===== config.mk =====
export PLATFORM = sky130hd
export DESIGN_NAME = mac_frame_accumulator
export DESIGN_NICKNAME = d
export VERILOG_FILES = /design/src/rtl/mac_pkg.sv /design/src/rtl/frame_max_tracker.sv /design/src/rtl/mac_frame_accumulator.sv
export SDC_FILE = /design/constraint.sdc
export NUM_CORES = 1
export LEC_CHECK = 0
export CAP_MARGIN = 10
export CELL_PAD_IN_SITES_DETAIL_PLACEMENT = 1
export CELL_PAD_IN_SITES_GLOBAL_PLACEMENT = 2
export CORE_MARGIN = 4
export CORE_UTILIZATION = 35
export DETAILED_ROUTE_END_ITERATION = 8
export PLACE_DENSITY = 0.9
export SETUP_SLACK_MARGIN = 0.2
export SYNTH_ARGS = -nofsm -noshare
export SYNTH_HDL_FRONTEND = slang
export SYNTH_SLANG_ARGS = --single-unit

===== constraint.sdc =====
create_clock -name clk -period 5.95 [get_ports clk]
set_clock_uncertainty 0.1 [all_clocks]
set_input_delay 0.8925 -clock clk [delete_from_list [all_inputs] [get_ports clk]]
set_output_delay 0.8925 -clock clk [all_outputs]
set_load 0.01 [all_outputs]

===== src/rtl/mac_pkg.sv =====
// rtl/mac_pkg.sv - shared multiply-add widths and frame accumulator state type
package mac_pkg;

  localparam int WIDTH       = 8;
  localparam int OUT_WIDTH   = 2 * WIDTH;
  localparam int FRAME_CNT_W = 8;

  typedef enum logic {
    ACCUM = 1'b0,
    HOLD  = 1'b1
  } acc_state_t;

endpackage


===== src/rtl/frame_max_tracker.sv =====
// rtl/frame_max_tracker.sv - registered running maximum with clear and load
module frame_max_tracker #(
  parameter int W = 16
) (
  input  logic         clk,
  input  logic         reset_n,
  input  logic         i_clear,
  input  logic         i_load,
  input  logic [W-1:0] i_sample,
  output logic [W-1:0] o_max_nxt
);

  logic [W-1:0] r_max;

  // Combinational next value lets the owner capture the max including the sample accepted this cycle.
  assign o_max_nxt = (i_sample > r_max) ? i_sample : r_max;

  always_ff @(posedge clk) begin
    if (!reset_n) begin
      r_max <= '0;
    end else if (i_clear) begin
      r_max <= '0;
    end else if (i_load) begin
      r_max <= o_max_nxt;
    end
  end

endmodule


===== src/rtl/mac_frame_accumulator.sv =====
// rtl/mac_frame_accumulator.sv - sums FRAME_LEN samples per frame and holds the result until taken
module mac_frame_accumulator
  import mac_pkg::*;
#(
  parameter int WIDTH      = mac_pkg::WIDTH,
  parameter int OUT_WIDTH  = mac_pkg::OUT_WIDTH,
  parameter int FRAME_LEN  = 4,
  localparam int ACC_WIDTH = OUT_WIDTH + $clog2(FRAME_LEN)
) (
  input  logic                   clk,
  input  logic                   reset_n,
  input  logic                   clear,
  input  logic                   in_valid,
  input  logic [OUT_WIDTH-1:0]   in_data,
  output logic                   in_ready,
  output logic                   sum_valid,
  input  logic                   sum_ready,
  output logic [ACC_WIDTH-1:0]   sum_data,
  output logic [OUT_WIDTH-1:0]   max_data,
  output logic [FRAME_CNT_W-1:0] frame_cnt
);

  localparam int CNT_W = $clog2(FRAME_LEN);
  localparam logic [CNT_W-1:0] LAST_IDX = CNT_W'(FRAME_LEN - 1);

  if (OUT_WIDTH != 2 * WIDTH || FRAME_LEN < 2 || FRAME_LEN > 256) begin : g_bad_cfg
    $error("mac_frame_accumulator: illegal parameter combination");
  end

  acc_state_t             r_state;
  acc_state_t             w_state_nxt;
  logic [ACC_WIDTH-1:0]   r_acc;
  logic [CNT_W-1:0]       r_cnt;
  logic [ACC_WIDTH-1:0]   w_acc_nxt;
  logic [OUT_WIDTH-1:0]   w_max_nxt;
  logic                   w_accept;
  logic                   w_last;
  logic                   w_handoff;

  assign in_ready  = (r_state == ACCUM);
  assign sum_valid = (r_state == HOLD);
  assign w_accept  = in_valid && in_ready;
  assign w_last    = w_accept && (r_cnt == LAST_IDX);
  assign w_handoff = sum_valid && sum_ready;
  assign w_acc_nxt = r_acc + ACC_WIDTH'(in_data);

  frame_max_tracker #(
    .W (OUT_WIDTH)
  ) u_max (
    .clk       (clk),
    .reset_n   (reset_n),
    .i_clear   (clear || w_last),
    .i_load    (w_accept),
    .i_sample  (in_data),
    .o_max_nxt (w_max_nxt)
  );

  always_comb begin
    w_state_nxt = r_state;
    case (r_state)
      ACCUM:   if (w_last)    w_state_nxt = HOLD;
      HOLD:    if (sum_ready) w_state_nxt = ACCUM;
      default: w_state_nxt = ACCUM;
    endcase
  end

  // clear outranks both sample accept and the HOLD handoff, but frame_cnt survives it.
  always_ff @(posedge clk) begin
    if (!reset_n) begin
      r_state   <= ACCUM;
      r_acc     <= '0;
      r_cnt     <= '0;
      sum_data  <= '0;
      max_data  <= '0;
      frame_cnt <= '0;
    end else if (clear) begin
      r_state  <= ACCUM;
      r_acc    <= '0;
      r_cnt    <= '0;
      sum_data <= '0;
      max_data <= '0;
    end else begin
      r_state <= w_state_nxt;
      if (w_last) begin
        sum_data <= w_acc_nxt;
        max_data <= w_max_nxt;
        r_acc    <= '0;
        r_cnt    <= '0;
      end else if (w_accept) begin
        r_acc <= w_acc_nxt;
        r_cnt <= r_cnt + CNT_W'(1);
      end
      if (w_handoff) begin
        frame_cnt <= frame_cnt + 1'b1;
      end
    end
  end

endmodule

==> results of run 1 <==
-- where the power goes --
group / internal, W / switching (W)
Sequential: 0.000538 / 0.00000524
Combinational: 0.0000704 / 0.000107
Clock: 0.000281 / 0.000216
-- synthesized netlist by cell type, drive strengths merged (2+ instances only) --
library cell,count
inv,26
and4,3
and2,8
and3,5
nand3,26
nand2,64
nor3,3
o31ai,16
a211oi,6
mux2i,18
a31oi,3
o21a,3
nand4,7
a21o,6
nor2b,7
nor2,11
clkbuf,14
a311o,2
buf,7
a22o,10
xor2,5
dfxtp,79
a21oi,38
xnor2,17
ha,34
o21ai,35
a21boi,3
-- through the flow --
| stage | power [W] | cell area (sq um) | hold slack [ns] |
|---|---|---|---|
| 2_1_floorplan | 0.000673 | 4130 | 0.336 |
| 3_3_place_gp | 0.000724 | 4870 | 0.336 |
| 3_5_place_dp | 0.000729 | 4870 | 0.349 |
| 4_1_cts | 0.00123 | 5130 | 0.357 |
| 5_1_grt | 0.00127 | 5160 | 0.378 |
| 6_report | 0.00122 | 5160 | 0.350 |
-- cell type report --
type	instances	area (sq um)
Multi-Input combinational cell	342	2340
Sequential cell	79	1580
Tap cell	143	179
Clock buffer	12	236
Clock inverter	4	22.5
Fill cell	1350	6310
Timing Repair Buffer	69	698
Inverter	26	97.6
-- state kept, by name (all words and copies together), names as in the netlist --
name,cells
r_acc,18
sum_data,18
max_data,16
u_max.r_max,16
frame_cnt,8
r_cnt,2
sum_valid,1
-- cells by family (layout without fill, tap and decap cells) --
| family | count (synthesis) | after routing |
|---|---|---|
| compound gates | 130 | 130 |
| xor+xnor | 22 | 22 |
| fa+ha+maj | 35 | 35 |
| buf+inv | 47 | 111 |
| flops | 79 | 79 |
| mux | 18 | 18 |
| simple gates | 137 | 137 |
-- critical path, cell delays in order --
cell and delay, ns:
clkdlybuf4s50_1 0.48, ha_1 0.35, and3_1 0.37, nand3_1 0.15
a211oi_1 0.25, nor4b_2 0.13, a21oi_4 0.64, mux2i_1 0.33
o21ai_1 0.08
-- per-layer routing --
metal  part of all wire  global-route usage  vias to the layer above
met5                  0                   0                        -
met4              0.014              0.0543                        0
met3              0.040              0.0321                       13
met2               0.50               0.308                       61
met1               0.44               0.220                     1773
li1                   -                   -                     1784
-- worst paths after layout --
kind | from | end | slack [ns]
max | in_data[9] | max_data[15] | 2.35
min reg2reg | max_data[13] | max_data[13] | 0.35
max reg2reg | u_max.r_max[9] | max_data[15] | 3.02
min | max_data[13] | max_data[13] | 0.35
==> summary.txt, run 1 <==
Pwr
  • VDD IR max: 125 uV
  • PwrDens: 236 nW/um^2
  • Leakage: 2.01 nW

Floorplan
  • Core footprint: 11500 sq um
  • Die footprint: 13600 sq um
  • Initial core utilization: 0.360
  • IO Pins: 65
  • Core Rows: 39
  • Die Ht: 117 microns
  • DIE WIDTH: 117 microns

Synthesis
  • Post-synth EDFFs: 0
  • Mapped cell area: 4130 sq um
  • Multiplexer share of the synthesized area: 0.0436
  • Ys flop type: dfxtp_1
  • Post-synthesis compound-gate area fraction: 0.206
  • Syn Nets: 524
  • Post-Synth Adder-Cell Area: 0.108
  • Register bit count reported by yosys: 79
  • Largest cells by area after synthesis: dfxtp_1 (38%), ha_1 (10%), nand2_1 (5.8%)
  • Post-synthesis cell count: 468
  • Leading area contributor after synthesis: dfxtp_1
  • Simple-gate share of the synthesized area: 0.161
  • Post-synth cell types: 48
  • Sequential-to-total area share from yosys stat: 0.383
  • Largest family of logic cells by synthesized area: compound AO/OA/AOI/OAI gates
  • Syn Area/Cell: 8.82 sq um
  • Synth warn: 0
  • Synth Area in XOR/XNOR: 0.0467
  • Top-area cell type share of the netlist area: 0.383
  • Fraction of registers with async set/reset: 0

STA
  • Max-Slew Margin vs Limit: 0.190
  • Slew of the pin with the lowest slew margin: 1.21 ns
  • RSZ-0062 raised after global routing: false
  • Final Hold Fails: 0
  • Final Max Tran Viols: 0
  • Final period util: 0.606
  • Final setup vio count: 0
  • Fmax: 0.277 GHz
  • Final WS setup: 2.35 ns
  • Fin crit period: 3.60 ns
  • TNS Setup: 0 ns

Place
  • Worst slack, placed: 2.00 ns
  • IO Port Bufs: 64
  • Placed cell count: 658
  • GP Congestion: 0.805
  • HPWL Detailed: 8490 microns

Global route
  • Vias in the first global route: 3733
  • Remaining global-route overflow: 0
  • GRT Overall Usage: 0.176
  • First-pass GRT wire length: 18700 microns
  • Largest net degree at the start of global routing: 42
  • Initial antenna violation count: 0

Route
  • Antenna-violating nets left: 0
  • # DRC: 0
  • WL final: 11700 microns
  • DR iter-0 viols: 150
  • Vias/cell: 5.38
  • Wire per inst: 17.3 microns
  • Via Count: 3631
  • DR pass1 iterations: 4

Hold path
  • Worst hold path class: flip-flop to flip-flop
  • Hold Crit Depth: 2

Setup path
  • CP required: 6.04 ns
  • Crit path capture type: flip-flop
  • CP Max Fanout: 16
  • Critical path data arrival time: 3.69 ns
  • Worst Setup Start Kind: input pin
  • Crit path kind: input pin to flip-flop
  • Worst Reg-to-Reg Cells: 9

Clocking
  • Reg clk slew, reported paths: 0.06 ns
  • CTS tree: done
  • H-tree depth: 3
  • CTS Buffer Depth: 2
  • CTS root buffer: clkbuf_16
  • Clk_lat worst skew: 0.34 ns
  • Post_cts resized: 0
  • Post-CTS setup buffer count: 0
  • Post-cts hold buffer count: 0
  • Number of CTS-inserted buffers: 9
  • # clock sinks: 79

Layout
  • Finished Layout Cells: 675
  • Most frequent cells in the layout: dfxtp_1 (79), nand2_1 (64), clkdlybuf4s50_1 (64)
  • Final Core Density: 0.450
  • Most common cell after layout, fill and taps aside: dfxtp_1
  • Nets: 583
  • Share of layout cells above drive strength 1: 0.0508
  • Antenna diode count: 0
  • Area grow syn2layout: 24.9%

Outcome
  • Status: complete, no violations

Job
  • Number of max-cap violations: 0
(Power assumes the default switching activity.)
==> inputs of run 2 (changes only) <==
--- a/config.mk
+++ b/config.mk
@@ -9,9 +9,9 @@
 export CELL_PAD_IN_SITES_DETAIL_PLACEMENT = 1
 export CELL_PAD_IN_SITES_GLOBAL_PLACEMENT = 2
 export CORE_MARGIN = 4
-export CORE_UTILIZATION = 35
+export CORE_UTILIZATION = 33
 export DETAILED_ROUTE_END_ITERATION = 8
-export PLACE_DENSITY = 0.9
+export PLACE_DENSITY = 0.86
 export SETUP_SLACK_MARGIN = 0.2
 export SYNTH_ARGS = -nofsm -noshare
 export SYNTH_HDL_FRONTEND = slang
==> constraint.sdc (replaced) <==
create_clock -name clk -period 3.8 [get_ports clk]
set_clock_uncertainty 0.1 [all_clocks]
set_input_delay 0.57 -clock clk [delete_from_list [all_inputs] [get_ports clk]]
set_output_delay 0.57 -clock clk [all_outputs]
set_load 0.01 [all_outputs]
==> summary.txt, run 2 (synthesis gave the netlist of run 1 again) <==
Outcome
  • Status: complete, no violations

Clocking
  • Number of CTS-inserted buffers: 9
  • CTS root buffer: clkbuf_16
  • Reg clk slew, reported paths: 0.06 ns
  • CTS Buffer Depth: 2
  • H-tree depth: 3
  • CTS tree: done
  • Clk_lat worst skew: 0.35 ns
  • Post-CTS setup buffer count: 0
  • Post-cts hold buffer count: 0
  • Post_cts resized: 0
  • # clock sinks: 79

STA
  • Final period util: 0.862
  • RSZ-0062 raised after global routing: false
  • Final WS setup: 0.525 ns
  • Final Hold Fails: 0
  • Fmax: 0.305 GHz
  • Max-Slew Margin vs Limit: 0.343
  • Final Max Tran Viols: 0
  • Slew of the pin with the lowest slew margin: 0.982 ns
  • TNS Setup: 0 ns
  • Final setup vio count: 0
  • Fin crit period: 3.27 ns

Route
  • WL final: 11400 microns
  • DR iter-0 viols: 132
  • Vias/cell: 5.17
  • DR pass1 iterations: 4
  • Antenna-violating nets left: 0
  • Via Count: 3639
  • # DRC: 0
  • Wire per inst: 16.2 microns

Job
  • Number of max-cap violations: 0

Layout
  • Nets: 587
  • Most frequent cells in the layout: dfxtp_1 (79), nand2_1 (64), clkdlybuf4s50_1 (64)
  • Area grow syn2layout: 27.8%
  • Final Core Density: 0.436
  • Most common cell after layout, fill and taps aside: dfxtp_1
  • Share of layout cells above drive strength 1: 0.0616
  • Largest registers: r_acc (18), sum_data (18)
  • Antenna diode count: 0

Setup path
  • Worst R2R Setup Slack: 1.00 ns
  • Reg2reg end: max_data[3]
  • CP required: 3.89 ns
  • CP Max Fanout: 4
  • Critical path data arrival time: 3.36 ns
  • Crit path kind: input pin to flip-flop
  • Worst Setup Start Kind: input pin
  • Worst Reg-to-Reg Cells: 10
  • Worst r2r src: u_max.r_max[9]
  • Slowest CP cell: clkdlybuf4s50_1
  • Worst-path cell chain: clkdlybuf4s50_1 -> ha_1 -> inv_1 -> fa_1 -> nor2b_1 -> o2111ai_1 -> nand2_1 -> a31oi_1 -> o311ai_1 -> xnor2_1 -> o21ai_1
  • Cell family with most CP delay: compound AO/OA/AOI/OAI gates
  • Critical path depth in cells: 11
  • Max incr delay on CP: 0.57 ns
  • WP buf/inv: 2
  • Worst Setup EP: sum_data[16]
  • Critical Path Start: in_data[0]
  • Crit path capture type: flip-flop

Floorplan
  • Core footprint: 12100 sq um
  • Initial core utilization: 0.341
  • Die Ht: 120 microns
  • IO Pins: 65
  • Die footprint: 14400 sq um
  • Core Rows: 40
  • DIE WIDTH: 120 microns

Place
  • IO Port Bufs: 64
  • Worst slack, placed: 0.182 ns
  • GP Congestion: 0.784
  • HPWL Detailed: 8450 microns

Global route
  • GRT Overall Usage: 0.165
  • Met1 Use GR: 0.202
  • GRT Max-Usage Layer: met2
  • Met2 Track Usage GR: 0.279
  • Largest net degree at the start of global routing: 55
  • Vias in the first global route: 3827
  • Remaining global-route overflow: 0
  • Initial antenna violation count: 0
  • Met3 GRT Util: 0.0434
  • First-pass GRT wire length: 19000 microns

Pwr
  • PwrDens: 386 nW/um^2
  • Leakage: 2.06 nW
  • VDD IR max: 194 uV

Hold path
  • Worst hold path class: flip-flop to flip-flop
[run 2: cell types whose count changed in the layout (fill, tap and decap cells not counted)]
cell	before	now
buf_16	1	0
clkinvlp_4	1	0
bufinv_16	0	1
clkinv_2	3	2
buf_12	0	2
buf_4	4	7
clkbuf_1	3	1
clkbuf_8	0	3
[run 2: area by class of cell]
| class | instances | area [sq um] |
|---|---|---|
| clock inverters | 3 | 40.0 |
| well taps | 168 | 210 |
| inverters | 26 | 97.6 |
| multi-input cells | 342 | 2340 |
| clock buffers | 13 | 270 |
| flip-flops and latches | 79 | 1580 |
| repair buffers | 73 | 733 |
| fillers | 1452 | 6840 |
[run 2: how the worst min path moves through the flow]
stage	start	end	depth (start not counted)
3_3_place_gp	max_data[1]	max_data[1]	2
6_report	sum_data[17]	sum_data[17]	2
4_1_cts	max_data[7]	max_data[7]	2
2_1_floorplan	r_acc[10]	r_acc[10]	2
3_5_place_dp	max_data[7]	max_data[7]	2
5_1_grt	max_data[7]	max_data[7]	2
[run 2: metrics by stage]
stage	hold slack (ns)	power (W)	std cells	instance area, sq um
finish	0.345	0.00204	704	5280
global route	0.376	0.00213	704	5280
CTS	0.350	0.00206	704	5280
detailed placement	0.342	0.00115	688	4960
global placement	0.338	0.00114	688	4960
floorplan	0.336	0.00105	468	4130
[run 2: metal layers]
metal / wire length, microns / vias up
met5: 0 / -
met4: 211 / 0
met3: 391 / 20
met2: 5540 / 63
met1: 5280 / 1764
li1: - / 1792
[run 2: power breakdown]
group | switching [W] | total, W | internal [W]
combinational | 0.000166 | 0.000280 | 0.000114
clock | 0.000344 | 0.000905 | 0.000561
sequential | 0.00000794 | 0.000851 | 0.000843
[run 2: worst register-to-register path, cell delays in order (launching register included)]
cell,delay (ns)
dfxtp_1,0.33
inv_1,0.06
ha_1,0.29
and3_1,0.31
nand3_1,0.15
a211oi_1,0.26
nor4b_2,0.13
a21oi_4,0.46
buf_4,0.26
mux2i_1,0.20
o21ai_1,0.08
==> inputs of run 3 (changes only) <==
--- a/config.mk
+++ b/config.mk
@@ -12,7 +12,9 @@
 export CORE_UTILIZATION = 33
 export DETAILED_ROUTE_END_ITERATION = 8
 export PLACE_DENSITY = 0.86
+export RECOVER_POWER = 100
 export SETUP_SLACK_MARGIN = 0.2
 export SYNTH_ARGS = -nofsm -noshare
 export SYNTH_HDL_FRONTEND = slang
+export SYNTH_HIERARCHICAL = 1
 export SYNTH_SLANG_ARGS = --single-unit
==> constraint.sdc (replaced) <==
create_clock -name clk -period 3.55 [get_ports clk]
set_clock_uncertainty 0.1 [all_clocks]
set_input_delay 0.5325 -clock clk [delete_from_list [all_inputs] [get_ports clk]]
set_output_delay 0.5325 -clock clk [all_outputs]
set_load 0.01 [all_outputs]
==> summary.txt, run 3 <==
Clocking
  • Post_cts resized: 0
  • # clock sinks: 79
  • Number of CTS-inserted buffers: 9
  • Reg clk slew, reported paths: 0.06 ns
  • CTS Buffer Depth: 2
  • CTS root buffer: clkbuf_16
  • Post-CTS setup buffer count: 0
  • Clk_lat worst skew: 0.34 ns
  • Post-cts hold buffer count: 0
  • CTS tree: done
  • H-tree depth: 3

Setup path
  • CP Max Fanout: 13
  • CP required: 3.67 ns
  • Slowest CP cell: dlygate4sd3_1
  • Crit path capture type: flip-flop
  • Max incr delay on CP: 0.63 ns
  • Worst Setup Start Kind: input pin
  • Worst-path cell chain: dlygate4sd3_1 -> ha_1 -> nand4_1 -> a2111o_1 -> a31oi_1 -> buf_4 -> mux2_2 -> nand2_1 -> a21oi_1
  • Crit path kind: input pin to flip-flop
  • Critical path data arrival time: 3.22 ns

STA
  • Final WS setup: 0.449 ns
  • Worst hold slack: 0.353 ns
  • TNS Setup: 0 ns
  • Slew of the pin with the lowest slew margin: 1.23 ns
  • Final setup vio count: 0
  • Final period util: 0.873
  • Fmax: 0.322 GHz
  • RSZ-0062 raised after global routing: false
  • Max-Slew Margin vs Limit: 0.178
  • Fin crit period: 3.10 ns
  • Final Max Tran Viols: 0
  • Final Hold Fails: 0

Route
  • DR pass1 iterations: 4
  • DR iter-0 viols: 123
  • Antenna-violating nets left: 0
  • # DRC: 0
  • WL final: 13200 microns
  • Wire per inst: 17.0 microns
  • Via Count: 3946
  • Vias/cell: 5.09

Synthesis
  • Syn Nets: 589
  • Top-area cell type share of the netlist area: 0.353
  • Largest cells by area after synthesis: dfxtp_1 (35%), nand2_1 (10%), ha_1 (9.5%)
  • Sequential-to-total area share from yosys stat: 0.353
  • Synth warn: 6
  • Ys flop type: dfxtp_1
  • Leading area contributor after synthesis: dfxtp_1
  • Most numerous cell in the Yosys netlist: nand2_1
  • Most frequent cells after synthesis: nand2_1 (119), dfxtp_1 (79), a21oi_1 (62), ha_1 (34), nor2_1 (25)
  • Post-synthesis cell count: 533
  • Syn Area/Cell: 8.39 sq um
  • Post-synth EDFFs: 0
  • Fraction of registers with async set/reset: 0
  • Register bit count reported by yosys: 79
  • Mapped cell area: 4470 sq um
  • Post-synth cell types: 50

Layout
  • Largest registers: r_acc (18), sum_data (18)
  • Fillers: 1618
  • Finished Layout Cells: 776
  • Most frequent cells in the layout: nand2_1 (119), dfxtp_1 (79), a21oi_1 (65)
  • Share of layout cells above drive strength 1: 0.0783
  • Antenna diode count: 0
  • Nets: 651
  • Most common cell after layout, fill and taps aside: nand2_1
  • Area grow syn2layout: 23.1%
  • Area of the multi-input gates: 2600 sq um
  • Reg area: 1580 sq um

Floorplan
  • IO Pins: 65
  • Core footprint: 13200 sq um
  • Core Rows: 42
  • DIE WIDTH: 124 microns
  • Die footprint: 15500 sq um
  • Die Ht: 124 microns
  • Initial core utilization: 0.338

Place
  • HPWL Detailed: 9950 microns
  • Worst slack, placed: 0.293 ns
  • GP Congestion: 0.866
  • IO Port Bufs: 64
  • Placed cell count: 759

Global route
  • Largest net degree at the start of global routing: 33
  • GRT Overall Usage: 0.170
  • First-pass GRT wire length: 21400 microns
  • Remaining global-route overflow: 0
  • Initial antenna violation count: 0
  • Vias in the first global route: 4091

Job
  • Number of max-cap violations: 0

Hold path
  • Worst hold path class: flip-flop to flip-flop

Outcome
  • Status: complete, no violations

Pwr
  • VDD IR max: 292 uV
  • PwrDens: 382 nW/um^2
  • Leakage: 2.27 nW
## run 3: cell count changes in the layout (fill, tap and decap cells not counted), moves of 6 or more
| cell | previous run | this run |
|---|---|---|
| a21oi_1 | 36 | 65 |
| and2_0 | 0 | 6 |
| and2_1 | 8 | 2 |
| clkdlybuf4s50_1 | 64 | 13 |
| dlygate4sd3_1 | 0 | 51 |
| mux2_2 | 0 | 16 |
| nand2_1 | 64 | 119 |
| nand3_1 | 26 | 6 |
| nor2_1 | 10 | 25 |
| o21ai_1 | 29 | 4 |
| o31ai_1 | 16 | 0 |
## run 3: worst max-delay path, delay by kind of cell
kind / cells / cell delay, ns
buffers and inverters: 2 / 0.92
and+or+nand+nor: 2 / 0.27
AOI/OAI and AO/OA: 3 / 0.78
adders and majority gates: 1 / 0.34
muxes: 1 / 0.36
## run 3: report_power, final
group	switching, W	internal, W	leakage [nW]
Sequential	0.0000102	0.000902	0.639
Combinational	0.000188	0.000128	1.49
Clock	0.000365	0.000510	0.136
Total	0.000563	0.00154	2.27
## run 3: logic make-up (layout without fill, tap and decap cells)
group,Yosys count,in the layout,share of synthesized area
flops,79,79,0.353
buf+inv,51,118,0.0554
simple gates,194,194,0.192
compound gates,115,115,0.169
mux,36,36,0.0850
fa+ha+maj,35,35,0.0996
xor+xnor,23,23,0.0450
## run 3: path summary, 6_finish.rpt
kind	from	endpoint	slack, ns	cells after the start
worst max-delay path	in_data[13]	max_data[7]	0.45	9
worst min-delay path	max_data[2]	max_data[2]	0.35	2
worst max register to register	sum_valid	sum_data[7]	0.87	8
worst min register to register	max_data[2]	max_data[2]	0.35	2
## run 3: layer usage
metal	wire (microns)	up-vias	track usage
met1	6260	1891	0.225
met2	6090	79	0.276
met3	588	19	0.0309
met4	262	0	0.0677
li1	-	1957	-
met5	0	-	0
## run 3: layout make-up
type	instances	area share
multi-input cells	403	0.472
flip-flops and latches	79	0.287
repair buffers	78	0.134
clock buffers	13	0.0473
well taps	176	0.0400
inverters	24	0.0164
clock inverters	3	0.00318
## run 3: per-stage QoR
stage,instance area (sq um),util,power (W)
4_1_cts,5560,0.420,0.00214
5_1_grt,5510,0.416,0.00219
2_1_floorplan,4470,-,0.00115
6_report,5510,0.416,0.00210
3_5_place_dp,5280,0.399,0.00125
3_3_place_gp,5280,0.399,0.00125
==> edit 1, RTL diff (flow settings as in run 1) <==
The package constant `FRAME_CNT_W` goes from 8 to 6.
--- a/src/rtl/mac_pkg.sv
+++ b/src/rtl/mac_pkg.sv
@@ -4,5 +4,5 @@
   localparam int WIDTH       = 8;
   localparam int OUT_WIDTH   = 2 * WIDTH;
-  localparam int FRAME_CNT_W = 8;
+  localparam int FRAME_CNT_W = 6;
 
   typedef enum logic {
Interface: changed (resized frame_cnt); port bits go from 65 to 63. The function was not compared with the original's and may differ.
==> edit 1 against run 1 <==
Final area is 0.32% lower; critical path type unchanged; sequential cell count is 2 lower; count of clock-buffer cells in the layout is 1 higher; combinational power is 6% lower; highest routed layer unchanged; worst setup slack better by 42 ps; wire length is 0.28% lower; total power is 1.7% lower; largest power group unchanged; synthesized area is 0.70% higher; clock power is 0.8% higher.
==> edit 1: results (changes against run 1) <==
Outcome
  • Outcome: finished, final reports clean

Global route
  • Total GRT Usage: 0.182 (+0.00609)
  • First-pass GRT wire length: 19.7 mm (+5.5%)
  • Number of global-route vias before repair: 4038 (+8.2%)

Timing
  • Relative slew slack: 0.333 (+0.143)
  • Hold slack: 361 ps (+11.1 ps)
  • Shortest period the worst path allows: 3560 ps (-42.5 ps)

Drt
  • Number of design-rule violations left by the first detailed-router iteration: 111 (-26%)
  • Routed wire length: 11.7 mm (-0.28%)
  • Via count: 3775 (+4.0%)

Cells and area
  • Number of fill cells: 1363 (+0.96%)
  • Non-filler cells, final: 701 (+3.9%)
  • Ratio of cells with drive above 1 in the final layout: 0.0538 (+0.00301)

Placement
  • Number of buffers inserted by port buffering: 62 (-3.1%)
  • Cell total after placement: 686 (+4.3%)
  • Weighted congestion reported at the end of routability-driven placement: 0.824 (+2.4%)
  • Instance area at placement: 4880 sq um (+0.21%)
  • Pre-CTS worst setup slack: 2040 ps (+36.8 ps)
  • HPWL reported at the end of detailed placement: 8.41 mm (-0.90%)

Logic synthesis
  • Sequential cell area fraction in the yosys report: 0.371 (-0.0123)
  • Leading cell types by count after synthesis: sky130_fd_sc_hd__dfxtp_1, sky130_fd_sc_hd__a21oi_1, sky130_fd_sc_hd__nand2_1
  • Distinct cell type count of the synthesized netlist: 47 (-2.1%)
  • Syn Nets: 559 (+6.7%)
  • Synth area leaders: sky130_fd_sc_hd__dfxtp_1, sky130_fd_sc_hd__ha_1, sky130_fd_sc_hd__a21oi_1, sky130_fd_sc_hd__nand2_1, sky130_fd_sc_hd__mux2i_1
  • Syn avg cell area: 8.27 sq um (-6.3%)

Setup path
  • Kind of cell with the highest combined delay on the critical path: buffers and inverters
  • R2r startpoint: u_max.r_max[7]$_SDFFE_PP0P_
  • Maximum fanout count along the critical path: 22 (+6)
  • Crit-path slowest cell: sky130_fd_sc_hd__nor3_2
  • Register-to-register setup slack: 3110 ps (+90 ps)
  • Arr. time, crit path: 3710 ps (+20 ps)
  • Delay contributed by the slowest stage of the critical path: 540 ps (-100 ps)

Worst hold path
  • Hold path startpoint: sum_data[3]$_SDFFE_PP0P_
  • WHS Endpoint: sum_data[3]$_SDFFE_PP0P_

Power and ir drop
  • Maximum ir drop on the vdd rail: 107 uV (-14%)
  • Leakage: 2.00 nW (-0.27%)
edit 1: power by group:
group          leakage, nW  switching, mW  internal, mW
Clock                0.129          0.210         0.291
Sequential           0.623        0.00531         0.525
Combinational         1.25          0.101        0.0656
edit 1: area by class of cell:
type                    count  area share
clock buffers              13      0.0487
repair buffers             68       0.129
multi-input cells         377       0.470
inverters                  21      0.0153
flip-flops and latches     77       0.300
clock inverters             2     0.00195
well taps                 143      0.0348
edit 1: kinds of logic (layout without fill, tap and decap cells):
logic type,Yosys count,count (layout),share of synthesized area
muxes,19,19,0.0457
AOI/OAI and AO/OA,140,140,0.200
buffers and inverters,49,104,0.0494
and+or+nand+nor,169,169,0.198
adders and majority gates,35,35,0.107
xor gates and xnor gates,14,14,0.0295
DFF,77,77,0.371
edit 1: how the worst max path moves through the flow:
stage               start                      endpoint  cells past startpoint
2_1_floorplan  in_data[0]     sum_data[16]$_SDFFE_PP0P_                     10
3_3_place_gp   in_data[6]   u_max.r_max[7]$_SDFFE_PP0P_                      9
3_5_place_dp   in_data[6]  u_max.r_max[14]$_SDFFE_PP0P_                      9
4_1_cts        in_data[7]  u_max.r_max[14]$_SDFFE_PP0P_                      9
5_1_grt        in_data[7]   u_max.r_max[7]$_SDFFE_PP0P_                      9
6_report       in_data[7]  u_max.r_max[14]$_SDFFE_PP0P_                      9
edit 1: per-layer routing:
metal	vias to the layer above	track usage	share of wire
met3	14	0.0355	0.026
li1	1900	-	-
met4	0	0.0680	0.018
met1	1816	0.219	0.46
met5	-	0	0
met2	45	0.321	0.49
==> edit 2, RTL diff (settings of run 1) <==
Without the edit above. Reset style: asynchronous (`reset_n`), changed in 2 clocked blocks.
--- a/src/rtl/frame_max_tracker.sv
+++ b/src/rtl/frame_max_tracker.sv
@@ -16,5 +16,5 @@
   assign o_max_nxt = (i_sample > r_max) ? i_sample : r_max;
 
-  always_ff @(posedge clk) begin
+  always_ff @(posedge clk or negedge reset_n) begin
     if (!reset_n) begin
       r_max <= '0;
--- a/src/rtl/mac_frame_accumulator.sv
+++ b/src/rtl/mac_frame_accumulator.sv
@@ -66,5 +66,5 @@
 
   // clear outranks both sample accept and the HOLD handoff, but frame_cnt survives it.
-  always_ff @(posedge clk) begin
+  always_ff @(posedge clk or negedge reset_n) begin
     if (!reset_n) begin
       r_state   <= ACCUM;
Behaviour: not the same (a bounded check fails within 10 cycles, from zero or initial values and one cycle with reset_n low; the reset may be asserted at any time).
==> edit 2 against run 1 <==
Final area up 9.7%; worst setup slack lost 32 ps; final cell count grew 4.0%; total power increased by 23%; register-to-register slack improved by 30 ps; sequential cell count unchanged; wire length is 6.5% higher; critical endpoint is now max_data[4]$_DFFE_PN0N_; synthesized area rose by 11%.
==> edit 2: results (changes against run 1) <==
Cells and area
  • Antenna fix cells: 0 (unchanged)
  • Number of nets in the layout: 581 (-0.34%)
  • Number of fill cells: 1452 (+7.6%)
  • Ratio of cells with drive above 1 in the final layout: 0.0547 (+0.00397)
  • Largest registers: r_acc (18), sum_data (18)

Setup path
  • Depth of the most critical reg-to-reg path: 9 (unchanged)
  • Arr. time, crit path: 3750 ps (+60 ps)
  • Maximum fanout count along the critical path: 18 (+2)

Global route
  • Antenna violations before repair: 0 (unchanged)
  • Total GRT Usage: 0.179 (+0.00283)
  • First-pass GRT wire length: 21.0 mm (+12%)
  • Maximum number of pins on one net before global-route repair: 80 (+90%)
  • Number of global-route vias before repair: 4205 (+13%)

Placement
  • Pre-CTS worst setup slack: 1950 ps (-48.5 ps)
  • Weighted congestion reported at the end of routability-driven placement: 0.855 (+6.3%)
  • Number of buffers inserted by port buffering: 64 (unchanged)
  • HPWL reported at the end of detailed placement: 8.77 mm (+3.3%)
  • Instance area at placement: 5350 sq um (+9.7%)

Clocking
  • Clock edge transition at the registers on the reported setup and hold paths: 60 ps (about the same)
  • Skew-Pair Late Insertion Delay: 350 ps
  • Largest buffer count on any clock path: 2 (unchanged)
  • H-tree depth: 3 (unchanged)
  • Number of buffers inserted by post-CTS setup repair: 0 (unchanged)

Logic synthesis
  • Share of synthesized registers carrying an async set or reset: 1.00 (+1.00)
  • Sequential cell area fraction in the yosys report: 0.433 (+0.0502)
  • YS warnings: 0 (unchanged)
  • Syn Nets: 526 (+0.38%)
  • Leading cell types by count after synthesis: sky130_fd_sc_hd__dfrtp_1, sky130_fd_sc_hd__a21oi_1, sky130_fd_sc_hd__nand2_1
  • Leading register cell type out of synthesis: sky130_fd_sc_hd__dfrtp_1
  • Synth area leaders: sky130_fd_sc_hd__dfrtp_1, sky130_fd_sc_hd__ha_1, sky130_fd_sc_hd__a21oi_1, sky130_fd_sc_hd__a32o_1, sky130_fd_sc_hd__mux2i_1
  • Distinct cell type count of the synthesized netlist: 53 (+10%)

Outcome
  • Outcome: finished, final reports clean

Drt
  • Routed wire length: 12.5 mm (+6.5%)
  • Number of design-rule violations left by the first detailed-router iteration: 255 (+70%)
  • Via density per instance: 5.47 (+1.7%)
  • Drt first pass iters: 4 (unchanged)

Power and ir drop
  • Maximum ir drop on the vdd rail: 99.0 uV (-21%)
  • Leakage: 2.47 nW (+23%)

Worst hold path
  • Cell count of the worst hold path: 1 (-1)

Timing
  • Worst-margin pin slew: 1040 ps (-174 ps)
[edit 2: power by group]
part | internal (mW) | switching, mW
combinational | 0.130 | 0.189
clock | 0.366 | 0.231
sequential | 0.567 | 0.0213
[edit 2: logic make-up after synthesis]
family / share of synthesized area
AOI/OAI and AO/OA: 0.226
and+or+nand+nor: 0.124
DFF: 0.433
buffers and inverters: 0.0488
adders and majority gates: 0.0976
muxes: 0.0398
xor gates and xnor gates: 0.0307
[edit 2: final timing paths]
kind / from / to / slack, ps
min: frame_cnt[7]$_DFFE_PN0P_ / frame_cnt[7]$_DFFE_PN0P_ / 380
max: in_data[15] / max_data[4]$_DFFE_PN0N_ / 2310
max reg2reg: u_max.r_max[15]$_DFFE_PN0P_ / max_data[4]$_DFFE_PN0N_ / 3050
min in group asynchronous: reset_n / u_max.r_max[9]$_DFFE_PN0P_ / 640
min reg2reg: frame_cnt[7]$_DFFE_PN0P_ / frame_cnt[7]$_DFFE_PN0P_ / 380
max in group asynchronous: reset_n / sum_data[1]$_DFFE_PN0N_ / 4460
[edit 2: metal layers]
| layer | GRT usage | up-vias | wire length, microns |
|---|---|---|---|
| met4 | 0.0595 | 0 | 208 |
| met3 | 0.0325 | 17 | 461 |
| met5 | 0 | - | 0 |
| li1 | - | 1839 | - |
| met1 | 0.236 | 1917 | 5840 |
| met2 | 0.297 | 68 | 5940 |
[edit 2: area by class of cell]
cell class              instances  area (sq um)  share of cell area
clock buffers                  10           229              0.0405
repair buffers                 70           683               0.121
inverters                      27           101              0.0179
clock inverters                 6          85.1              0.0150
multi-input cells             338          2370               0.419
flip-flops and latches         79          1980               0.349
well taps                     172           215              0.0380
[edit 2: through the flow]
step	power (mW)	std cells	util	hold slack [ps]
6_report	1.50	702	0.447	378
5_1_grt	1.59	702	0.447	393
4_1_cts	1.52	702	0.447	382
3_5_place_dp	0.916	686	0.422	371
3_3_place_gp	0.904	686	0.422	369
2_1_floorplan	0.815	470	-	353
[edit 2: worst max-delay path, cell delays in order]
cell,delay [ps]
sky130_fd_sc_hd__clkdlybuf4s50_1,520
sky130_fd_sc_hd__ha_1,360
sky130_fd_sc_hd__and3_1,180
sky130_fd_sc_hd__nand4_1,160
sky130_fd_sc_hd__a211o_1,340
sky130_fd_sc_hd__a31oi_4,590
sky130_fd_sc_hd__buf_4,370
sky130_fd_sc_hd__mux2i_1,240
sky130_fd_sc_hd__a21oi_1,90
